$ cat src/rtl/pmem_arbiter_pkg.sv
// rtl/pmem_arbiter_pkg.sv - shared types and default widths for the pmem arbiter (ARB_RR_EN selects round-robin)
package arb_types;

    localparam int DEF_ADDR_W = 32;
    localparam int DEF_LINE_W = 256;

    typedef enum logic [1:0] {
        IDLE   = 2'd0,
        I_XFER = 2'd1,
        D_XFER = 2'd2
    } arb_state_t;

    typedef enum logic {
        GNT_I = 1'b0,
        GNT_D = 1'b1
    } grant_t;

endpackage

$ cat src/rtl/pmem_arbiter_pick.sv
// rtl/pmem_arbiter_pick.sv - winner selection; ARB_RR_EN adds the last-grant register for round-robin
module arb_pick
    import arb_types::*;
(
`ifdef ARB_RR_EN
    input  logic   clk,
    input  logic   rst,
    input  logic   grant_en,
`endif
    input  logic   i_req,
    input  logic   d_req,
    output grant_t winner
);

`ifdef ARB_RR_EN
    grant_t last_grant;

    always_ff @(posedge clk or negedge rst) begin
        if (!rst) begin
            last_grant <= GNT_I;
        end else if (grant_en) begin
            last_grant <= winner;
        end
    end

    // On a tie the cache that did not win last time goes first.
    always_comb begin
        winner = d_req ? GNT_D : GNT_I;
        if (i_req && d_req) begin
            winner = (last_grant == GNT_D) ? GNT_I : GNT_D;
        end
    end
`else
    assign winner = d_req ? GNT_D : GNT_I;
`endif

endmodule

$ cat src/rtl/pmem_arbiter.sv
// rtl/pmem_arbiter.sv - I/D cacheline arbiter in front of the memory adaptor (ARB_RR_EN selects round-robin)
module pmem_arbiter
    import arb_types::*;
#(
    parameter int ADDR_W = DEF_ADDR_W,
    parameter int LINE_W = DEF_LINE_W
) (
    input  logic              clk,
    input  logic              rst,
    input  logic              i_read,
    input  logic [ADDR_W-1:0] i_addr,
    output logic [LINE_W-1:0] i_rdata,
    output logic              i_resp,
    input  logic              d_read,
    input  logic              d_write,
    input  logic [ADDR_W-1:0] d_addr,
    input  logic [LINE_W-1:0] d_wdata,
    output logic [LINE_W-1:0] d_rdata,
    output logic              d_resp,
    output logic              m_read,
    output logic              m_write,
    output logic [ADDR_W-1:0] m_addr,
    output logic [LINE_W-1:0] m_wdata,
    input  logic [LINE_W-1:0] m_rdata,
    input  logic              m_resp
);

    arb_state_t state;
    grant_t     winner;
    logic       d_req;
    logic       grant_en;

    assign d_req    = d_read | d_write;
    assign grant_en = (state == IDLE) && (i_read || d_req);

    arb_pick u_pick (
`ifdef ARB_RR_EN
        .clk      (clk),
        .rst      (rst),
        .grant_en (grant_en),
`endif
        .i_req    (i_read),
        .d_req    (d_req),
        .winner   (winner)
    );

    // Adaptor-facing signals come only from these registers so they stay
    // frozen for the whole transfer regardless of what the caches do.
    always_ff @(posedge clk or negedge rst) begin
        if (!rst) begin
            state   <= IDLE;
            m_read  <= 1'b0;
            m_write <= 1'b0;
            m_addr  <= '0;
            m_wdata <= '0;
        end else begin
            case (state)
                IDLE: begin
                    if (grant_en) begin
                        if (winner == GNT_D) begin
                            state   <= D_XFER;
                            m_addr  <= d_addr;
                            m_wdata <= d_wdata;
                            m_write <= d_write;
                            m_read  <= ~d_write;
                        end else begin
                            state   <= I_XFER;
                            m_addr  <= i_addr;
                            m_wdata <= '0;
                            m_write <= 1'b0;
                            m_read  <= 1'b1;
                        end
                    end
                end
                I_XFER, D_XFER: begin
                    if (m_resp) begin
                        state   <= IDLE;
                        m_read  <= 1'b0;
                        m_write <= 1'b0;
                    end
                end
                default: state <= IDLE;
            endcase
        end
    end

    assign i_resp  = (state == I_XFER) && m_resp;
    assign d_resp  = (state == D_XFER) && m_resp;
    assign i_rdata = i_resp ? m_rdata : '0;
    assign d_rdata = d_resp ? m_rdata : '0;

endmodule

$ cat config.mk
export PLATFORM = sky130hd
export DESIGN_NAME = pmem_arbiter
export DESIGN_NICKNAME = d
export VERILOG_FILES = /design/src/rtl/pmem_arbiter_pkg.sv /design/src/rtl/pmem_arbiter_pick.sv /design/src/rtl/pmem_arbiter.sv
export SDC_FILE = /design/constraint.sdc
export NUM_CORES = 1
export LEC_CHECK = 0
export ABC_CLOCK_PERIOD_IN_PS = 1850
export CAP_MARGIN = 20
export CORE_AREA = 2 2 536 538
export CTS_CLUSTER_SIZE = 24
export DETAILED_ROUTE_END_ITERATION = 7
export DIE_AREA = 0 0 538 540
export GPL_TIMING_DRIVEN = 0
export SKIP_CTS_REPAIR_TIMING = 1
export SYNTH_ARGS = -nofsm -noshare
export SYNTH_HDL_FRONTEND = slang
export SYNTH_HIERARCHICAL = 1
export SYNTH_SLANG_ARGS = --single-unit
$ cat constraint.sdc
create_clock -name clk -period 1.85 [get_ports clk]
set_input_delay 0.185 -clock clk [delete_from_list [all_inputs] [get_ports clk]]
set_output_delay 0.185 -clock clk [all_outputs]
set_load 0.01 [all_outputs]
Yosys cells after proc, flatten, opt, wreduce, memory -nomap -nowiden:

Index checks and enable logic that the tools add are counted.

* bits in registers: 292
* input bits: 582
* output and inout port bits: 804
* word-level logic and storage cells: 37

* equal/unequal tests: 4
* mux-type cells: 16
* bitwise gates (word level): 2
* reductions and logical operators: 10

Operators with widths (number)
* $mux W256: 3
* $mux W32: 1
* $mux W1: 6
* $mux W2: 3
* $ne A2 B2 Y1 const B: 2
* $pmux W1 S2: 2
* $pmux W2 S2: 1
* $reduce_and A2 Y1: 2
* $logic_and A1 B1 Y1: 3
* $reduce_and A3 Y1: 1
* $eq A2 B1 Y1 const B: 1
* $eq A2 B2 Y1 const B: 1
* $logic_not A2 Y1: 1
* $reduce_bool A2 Y1: 1
* $reduce_or A2 Y1: 1
* $logic_or A1 B1 Y1: 1
* $not A1 Y1: 1
* $or A1 B1 Y1: 1

Longest topological paths before layout:

Gate-level depths: netlist (run 1).

* word-level depth: 5
* depth in mapped cells: 8
* depth with buffers taken out: 5

Modules after synthesis:

The synthesis (run 1) kept the hierarchy.

By module, submodules not included
* pmem_arbiter: instances 1, cells an instance 1902, area each 15404.8 µm², seq. area each 7307.0 µm²
* arb_pick: instances 1, cells an instance 1, area each 7.5 µm², seq. area each 0.0 µm²

Worst setup path before layout (run 1):

No wires, ideal clock.

* path type: register to register
* from: register state[0]
* to: register m_wdata[100]
* library setup time: 0.133 ns
* arrival: 1.474 ns
* required time: 1.717 ns
* path slack: 0.242 ns
* cell stages (with the launch flop): 9
* buffers on the path: 3
* period minus slack after synthesis: 1.608 ns
* cell sequence: dfrtp_1 > inv_1 > ha_1 > o31ai_4 > buf_4 > buf_4 > buf_4 > nand2_1 > o21ai_0

* longest elaborated chain between the ends: 3

Ends and longest elaborated chain
* from (decl): line pmem_arbiter.sv:28 `arb_state_t state;`
* from (signal assigned): line pmem_arbiter.sv:51 `state <= IDLE;`
* from (signal assigned): line pmem_arbiter.sv:61 `state <= D_XFER;`
* from (signal assigned): line pmem_arbiter.sv:67 `state <= I_XFER;`
* $logic_not A2 Y1 *: line pmem_arbiter.sv:34, pmem_arbiter.sv:57
* $logic_and A1 B1 Y1: line pmem_arbiter.sv:34 `assign grant_en = (state == IDLE) && (i_read || d_req);`
* $reduce_and A2 Y1 (no line) *
* to (signal assigned): line pmem_arbiter.sv:63 `m_wdata <= d_wdata;`
* to (decl): line pmem_arbiter.sv:23 `output logic [LINE_W-1:0] m_wdata,`

Every way passes the cells marked *; elsewhere a longest branch is shown, timed or not.
A chain may end at the register's enable or synchronous reset.

Final worst setup path (run 1):

* from: register state[1]
* to: output port i_rdata[118]

* longest elaborated chain between the ends: 3

Ends and longest elaborated chain
* $eq A2 B1 Y1: line pmem_arbiter.sv:87 `assign i_resp = (state == I_XFER) && m_resp;`
* $logic_and A1 B1 Y1: line pmem_arbiter.sv:87
* $mux W256: line pmem_arbiter.sv:89 `assign i_rdata = i_resp ? m_rdata : '0;`
* to (decl): line pmem_arbiter.sv:12 `output logic [LINE_W-1:0] i_rdata,`

Every way passes these cells.

==> results of run 1 <==
==> power breakdown <==
part / switching [mW] / internal [mW]
sequential: 1.88 / 9.30
combinational: 17.1 / 11.4
clock: 3.44 / 4.20
==> registers in the layout, indices dropped and copies added, names as in the netlist <==
register	count
m_addr	32
m_read	1
m_wdata	256
m_write	1
state	2
==> worst max-delay path, stage by stage, from the launching register on <==
cell and delay (ns):
dfrtp_1 0.40, inv_2 0.09, ha_4 0.14, buf_12 0.14, buf_12 0.16, buf_6 0.17, and3_1 0.15, dlymetal6s2s_1 0.46
==> synth_stat cells (2+ instances only) <==
cell,number
and2_1,2
and3_1,513
buf_2,11
buf_4,29
clkbuf_1,170
dfrtp_1,292
ha_1,3
inv_1,3
mux2i_1,32
nand2_1,545
nand3_1,2
o21ai_0,288
==> placed cells by master, fill, tap and decap left out, types with 2 or more instances in the layout <==
master           synthesis  final
nand2_1                545    545
o21ai_0                288    288
buf_16                   0      3
clkbuf_1               170     85
buf_2                   11     23
mux2i_2                  0      4
clkbuf_8                 0      4
clkinv_8                 0      2
buf_4                   29     55
dfrtp_1                292    291
clkbuf_2                 0     89
mux2i_1                 32     28
and3_1                 513    469
clkinv_2                 0      2
nand3_1                  2      2
inv_2                    0      2
and3_2                   0      8
clkbuf_16                0     41
clkbuf_4                 0     20
inv_6                    0      2
clkinvlp_4               0      3
diode_2                  0     73
clkdlybuf4s50_1          0    879
and2_1                   2      2
inv_8                    0      3
buf_6                    0     59
ha_4                     0      2
and3_4                   0     36
buf_8                    0     18
buf_12                   0     19
dlymetal6s2s_1           0    365
==> layout make-up <==
| cell class | instances | area (um^2) | share of cell area (%) |
|---|---|---|---|
| Antenna cell | 73 | 183 | 0.493 |
| Tap cell | 3762 | 4710 | 12.7 |
| Clock buffer | 49 | 1050 | 2.84 |
| Clock inverter | 13 | 146 | 0.395 |
| Inverter | 3 | 11.3 | 0.0304 |
| Timing Repair Buffer | 1404 | 14800 | 39.9 |
| Multi-Input combinational cell | 1398 | 7410 | 20.0 |
| Sequential cell | 292 | 7310 | 19.7 |
| Buffer | 209 | 1440 | 3.89 |
==> path summary, 6_finish.rpt <==
path                           endpoint          from  cells past startpoint  slack, ns
max                        i_rdata[118]      state[1]                      7      -0.70
min                        m_wdata[182]  d_wdata[182]                      3        0.1
max reg2reg                m_wdata[152]      state[0]                      6      -0.57
min reg2reg                 m_wdata[49]   m_wdata[49]                      2       0.48
max in group asynchronous   m_wdata[71]           rst                      3       0.45
min in group asynchronous     m_addr[5]           rst                      2       0.15
==> metal layers <==
metal	track usage (%)	share of wire, %	vias to the layer above	wire length, um
met4	6.94	4.9	40	11700
met2	25.3	46	1577	109000
met1	16.0	34	10800	81400
li1	-	-	9407	-
met5	0	0.11	-	252
met3	8.51	14	374	34000
==> cells by family after synthesis <==
group	count (synthesis)	synth area share (%)
adders and majority gates	3	0.244
DFF	292	47.4
AOI/OAI and AO/OA	295	9.81
muxes	32	2.08
buffers and inverters	213	5.98
and+or+nand+nor	1068	34.5
==> flow_metrics.env, run 1 <==
export IMPL_ir_worst_vdd_uv=1040
export IMPL_root_buffer="clkbuf_16"
export IMPL_synth_cell_types=25
export IMPL_dr_pass1_iters=5
export IMPL_grt_pass1_vias=21300
export IMPL_overflow=0
export IMPL_grt_first_pass_wirelength_um=279000
export IMPL_clkSinkCount=292
export IMPL_start_kind="register"
export IMPL_gp_congestion=0.978
export IMPL_core_mm2=0.284
export IMPL_critPathRequiredTime_ns=1.66
export IMPL_nets=3932
export IMPL_cts_tree="yes"
export IMPL_finalHoldWorstSlack_ns=0.0963
export IMPL_rows=196
export IMPL_synth_top_area_share_pct=47.4
export IMPL_min_period_ns=2.55
export IMPL_endpoint_kind="output pin"
export IMPL_finalPower_mw=47.3
export IMPL_yosys_most_used_dff="dfrtp_1"
export IMPL_detail_route_antenna_nets=0
export IMPL_path_clk_slew_ns=0.07
export IMPL_via_per_inst=3.08
export IMPL_ctsHtreeMaxLevel=2
export IMPL_place_area_mm2=0.0342
export IMPL_worst_slew_pin_slew_ns=0.933
export IMPL_die_h_um=540
export IMPL_rsz0062_at_grt="true"
export IMPL_syn_instance_count=1903
export IMPL_syn_area_mm2=0.0154
export IMPL_synth_edf_count=0
export IMPL_ioPinCount=1386
export IMPL_drc=0
export IMPL_drt_total_wl_um=237000
export IMPL_antenna_found_initial=151
export IMPL_grt_usage_pct=15.4
export IMPL_first_iter_violations=1794
export IMPL_maxCapViolations=0
export IMPL_drive_gt1_share_pct=11.8
export IMPL_grt_max_degree=105
export IMPL_max_freq_mhz=392
export IMPL_dp_cells=7058
export IMPL_clockBufferDepth=3
export IMPL_hold_path_class="in -> reg"
export IMPL_power_density_mw_per_mm2=1280
export IMPL_cellLeakagePower_nw=22.0
export IMPL_cp_arrival_ns=2.36
export IMPL_die_area_mm2=0.291
export IMPL_pre_cts_ws_ns=-2.61
export IMPL_ys_ff_latch=292
export IMPL_via_count=22200
export IMPL_setup_viol=924
export IMPL_slew_headroom_pct=37.6
export IMPL_die_width_um=538
export IMPL_io_buffer_count=1385
export IMPL_hold_viol_final=0
export IMPL_fillers=32700
export IMPL_area_growth_syn_to_layout_pct=141
export IMPL_synth_area_top_cells="dfrtp_1 47%, and3_1 21%, nand2_1 13%, o21ai_0 9.4%, clkbuf_1 4.1%"
export IMPL_cts_buffers=39
export IMPL_drv_slew=0
export IMPL_fin_crit_sh_pct=138
export IMPL_status="finished, violations left"
export IMPL_final_setup_worst_slack_ns=-0.700
export IMPL_stdcell_area_mm2=0.0371
export IMPL_worstSetupPathType="reg -> out"
export IMPL_start_util_pct=5.42
export IMPL_synth_yosys_seq_area_share_pct=47.4
export IMPL_final_cells=7203
export IMPL_syn_nets=2488
export IMPL_syn_avg_cell_area_um2=8.10
export IMPL_worstPathMaxFanout=10
export IMPL_synth_top_area_cell="dfrtp_1"
export IMPL_ys_warn_count=6
export IMPL_wl_per_cell_um=32.8
export IMPL_dp_hpwl_um=211000
export IMPL_async_flop_share_pct=100
export IMPL_finish_utilization_pct=13.0
export IMPL_insertion_delay_ns=0.65
export IMPL_skew_ns=0.0434
export IMPL_tns_ns=-378.55
export IMPL_violations="negative setup slack"
No activity file was read; power rests on OpenSTA's default activity.
==> inputs of run 2 (changes only) <==
- CORE_AREA: 2 2 536 538 -> 2 2 539 541
- DIE_AREA: 0 0 538 540 -> 0 0 541 543
==> flow_metrics.env, run 2 (synthesis gave the netlist of run 1 again) <==
export IMPL_root_buffer="clkbuf_16"
export IMPL_die_h_um=543
export IMPL_worstSetupPathType="reg -> out"
export IMPL_worstPathMaxFanout=10
export IMPL_die_area_mm2=0.294
export IMPL_drive_gt1_share_pct=14.9
export IMPL_skew_ns=0.0229
export IMPL_core_mm2=0.287
export IMPL_ir_worst_vdd_uv=848
export IMPL_start_util_pct=5.36
export IMPL_final_cells=7244
export IMPL_clockBufferDepth=3
export IMPL_largest_reg_flops=256
export IMPL_ioPinCount=1386
export IMPL_hold_path_class="in -> reg"
export IMPL_min_period_ns=2.61
export IMPL_via_per_inst=3.07
export IMPL_grt_first_pass_wirelength_um=283000
export IMPL_max_freq_mhz=383
export IMPL_reg2reg_depth=6
export IMPL_slew_headroom_pct=39.6
export IMPL_final_common_cell="clkdlybuf4s50_1"
export IMPL_insertion_delay_ns=0.61
export IMPL_power_density_mw_per_mm2=1290
export IMPL_rsz0062_at_grt="true"
export IMPL_drc=0
export IMPL_antenna_found_initial=150
export IMPL_layout_common_cells="881 x clkdlybuf4s50_1, 545 x nand2_1, 432 x and3_1"
export IMPL_final_setup_worst_slack_ns=-0.764
export IMPL_drt_total_wl_um=240000
export IMPL_setup_viol=908
export IMPL_wl_per_cell_um=33.2
export IMPL_cts_buffers=39
export IMPL_grt_usage_pct=15.4
export IMPL_detail_route_antenna_nets=0
export IMPL_die_width_um=541
export IMPL_drv_slew=0
export IMPL_worst_slew_pin_slew_ns=0.880
export IMPL_finalPower_mw=49.2
export IMPL_critPathRequiredTime_ns=1.66
export IMPL_stdcell_area_mm2=0.0382
export IMPL_largest_registers="m_wdata (256), m_addr (32), state (2)"
export IMPL_io_buffer_count=1385
export IMPL_tns_ns=-376.25
export IMPL_ctsHtreeMaxLevel=2
export IMPL_grt_pass1_vias=21700
export IMPL_place_area_mm2=0.0342
export IMPL_status="finished, violations left"
export IMPL_violations="negative setup slack"
export IMPL_maxCapViolations=0
export IMPL_cp_arrival_ns=2.43
export IMPL_first_iter_violations=1811
export IMPL_fillers=32900
export IMPL_start_kind="register"
export IMPL_hold_path_depth=4
export IMPL_dp_cells=7076
export IMPL_hold_viol_final=0
export IMPL_grt_max_degree=102
export IMPL_cellLeakagePower_nw=22.1
export IMPL_rows=197
export IMPL_finish_utilization_pct=13.3
export IMPL_dr_pass1_iters=5
export IMPL_nets=3959
export IMPL_pre_cts_ws_ns=-2.53
export IMPL_overflow=0
export IMPL_cts_tree="yes"
export IMPL_fin_crit_sh_pct=141
export IMPL_finalHoldWorstSlack_ns=0.124
export IMPL_path_clk_slew_ns=0.06
export IMPL_endpoint_kind="output pin"
export IMPL_dp_hpwl_um=213000
export IMPL_regMostFlops="m_wdata"
export IMPL_via_count=22300
export IMPL_gp_congestion=1.01
export IMPL_area_growth_syn_to_layout_pct=148
export IMPL_clkSinkCount=292
==> run 2: cell type report <==
cell class                      instances  area, um^2  share of cell area (%)
Multi-Input combinational cell       1398        7610                    20.0
Sequential cell                       292        7310                    19.2
Tap cell                             3781        4730                    12.4
Antenna cell                           60         150                   0.394
Buffer                                210        1620                    4.25
Timing Repair Buffer                 1430       15400                    40.3
Clock buffer                           55        1120                    2.93
Clock inverter                         15         211                   0.554
Inverter                                3        11.3                  0.0295
==> run 2: worst paths after layout <==
kind / from / endpoint / slack [ns]
max in group asynchronous: rst / m_wdata[48] / 0.39
hold / removal: m_resp / state[0] / 0.12
setup / recovery: state[1] / d_rdata[222] / -0.76
hold reg to reg: m_wdata[83] / m_wdata[83] / 0.48
setup reg to reg: state[0] / m_wdata[216] / -0.64
min in group asynchronous: rst / m_wdata[175] / 0.17
==> run 2: critical path, stage by stage, from the launching register on <==
cell            delay (ns)
dfrtp_1               0.40
buf_4                 0.15
ha_4                  0.15
buf_12                0.15
buf_12                0.20
buf_4                 0.14
buf_6                 0.13
and3_1                0.24
dlymetal6s2s_1        0.19
==> run 2: report_power, final <==
group | leakage (nW) | switching [mW] | internal (mW)
registers | 3.66 | 2.02 | 9.30
logic | 17.8 | 17.3 | 12.3
clock network | 0.648 | 3.41 | 4.79
==> run 2: metal layers <==
layer | vias to the layer above | global-route usage, % | part of all wire (%) | wire, um
li1 | 9492 | - | - | -
met1 | 10800 | 15.3 | 34 | 81800
met2 | 1557 | 25.3 | 46 | 110000
met3 | 409 | 9.11 | 14 | 33700
met4 | 48 | 7.96 | 5.9 | 14300
met5 | - | 0.230 | 0.13 | 311
==> inputs of run 3 (changes only) <==
- ABC_CLOCK_PERIOD_IN_PS: 1850 -> unset
==> results of run 3 <==
No change in the layout: final DEF, timing and power equal those of run 2.
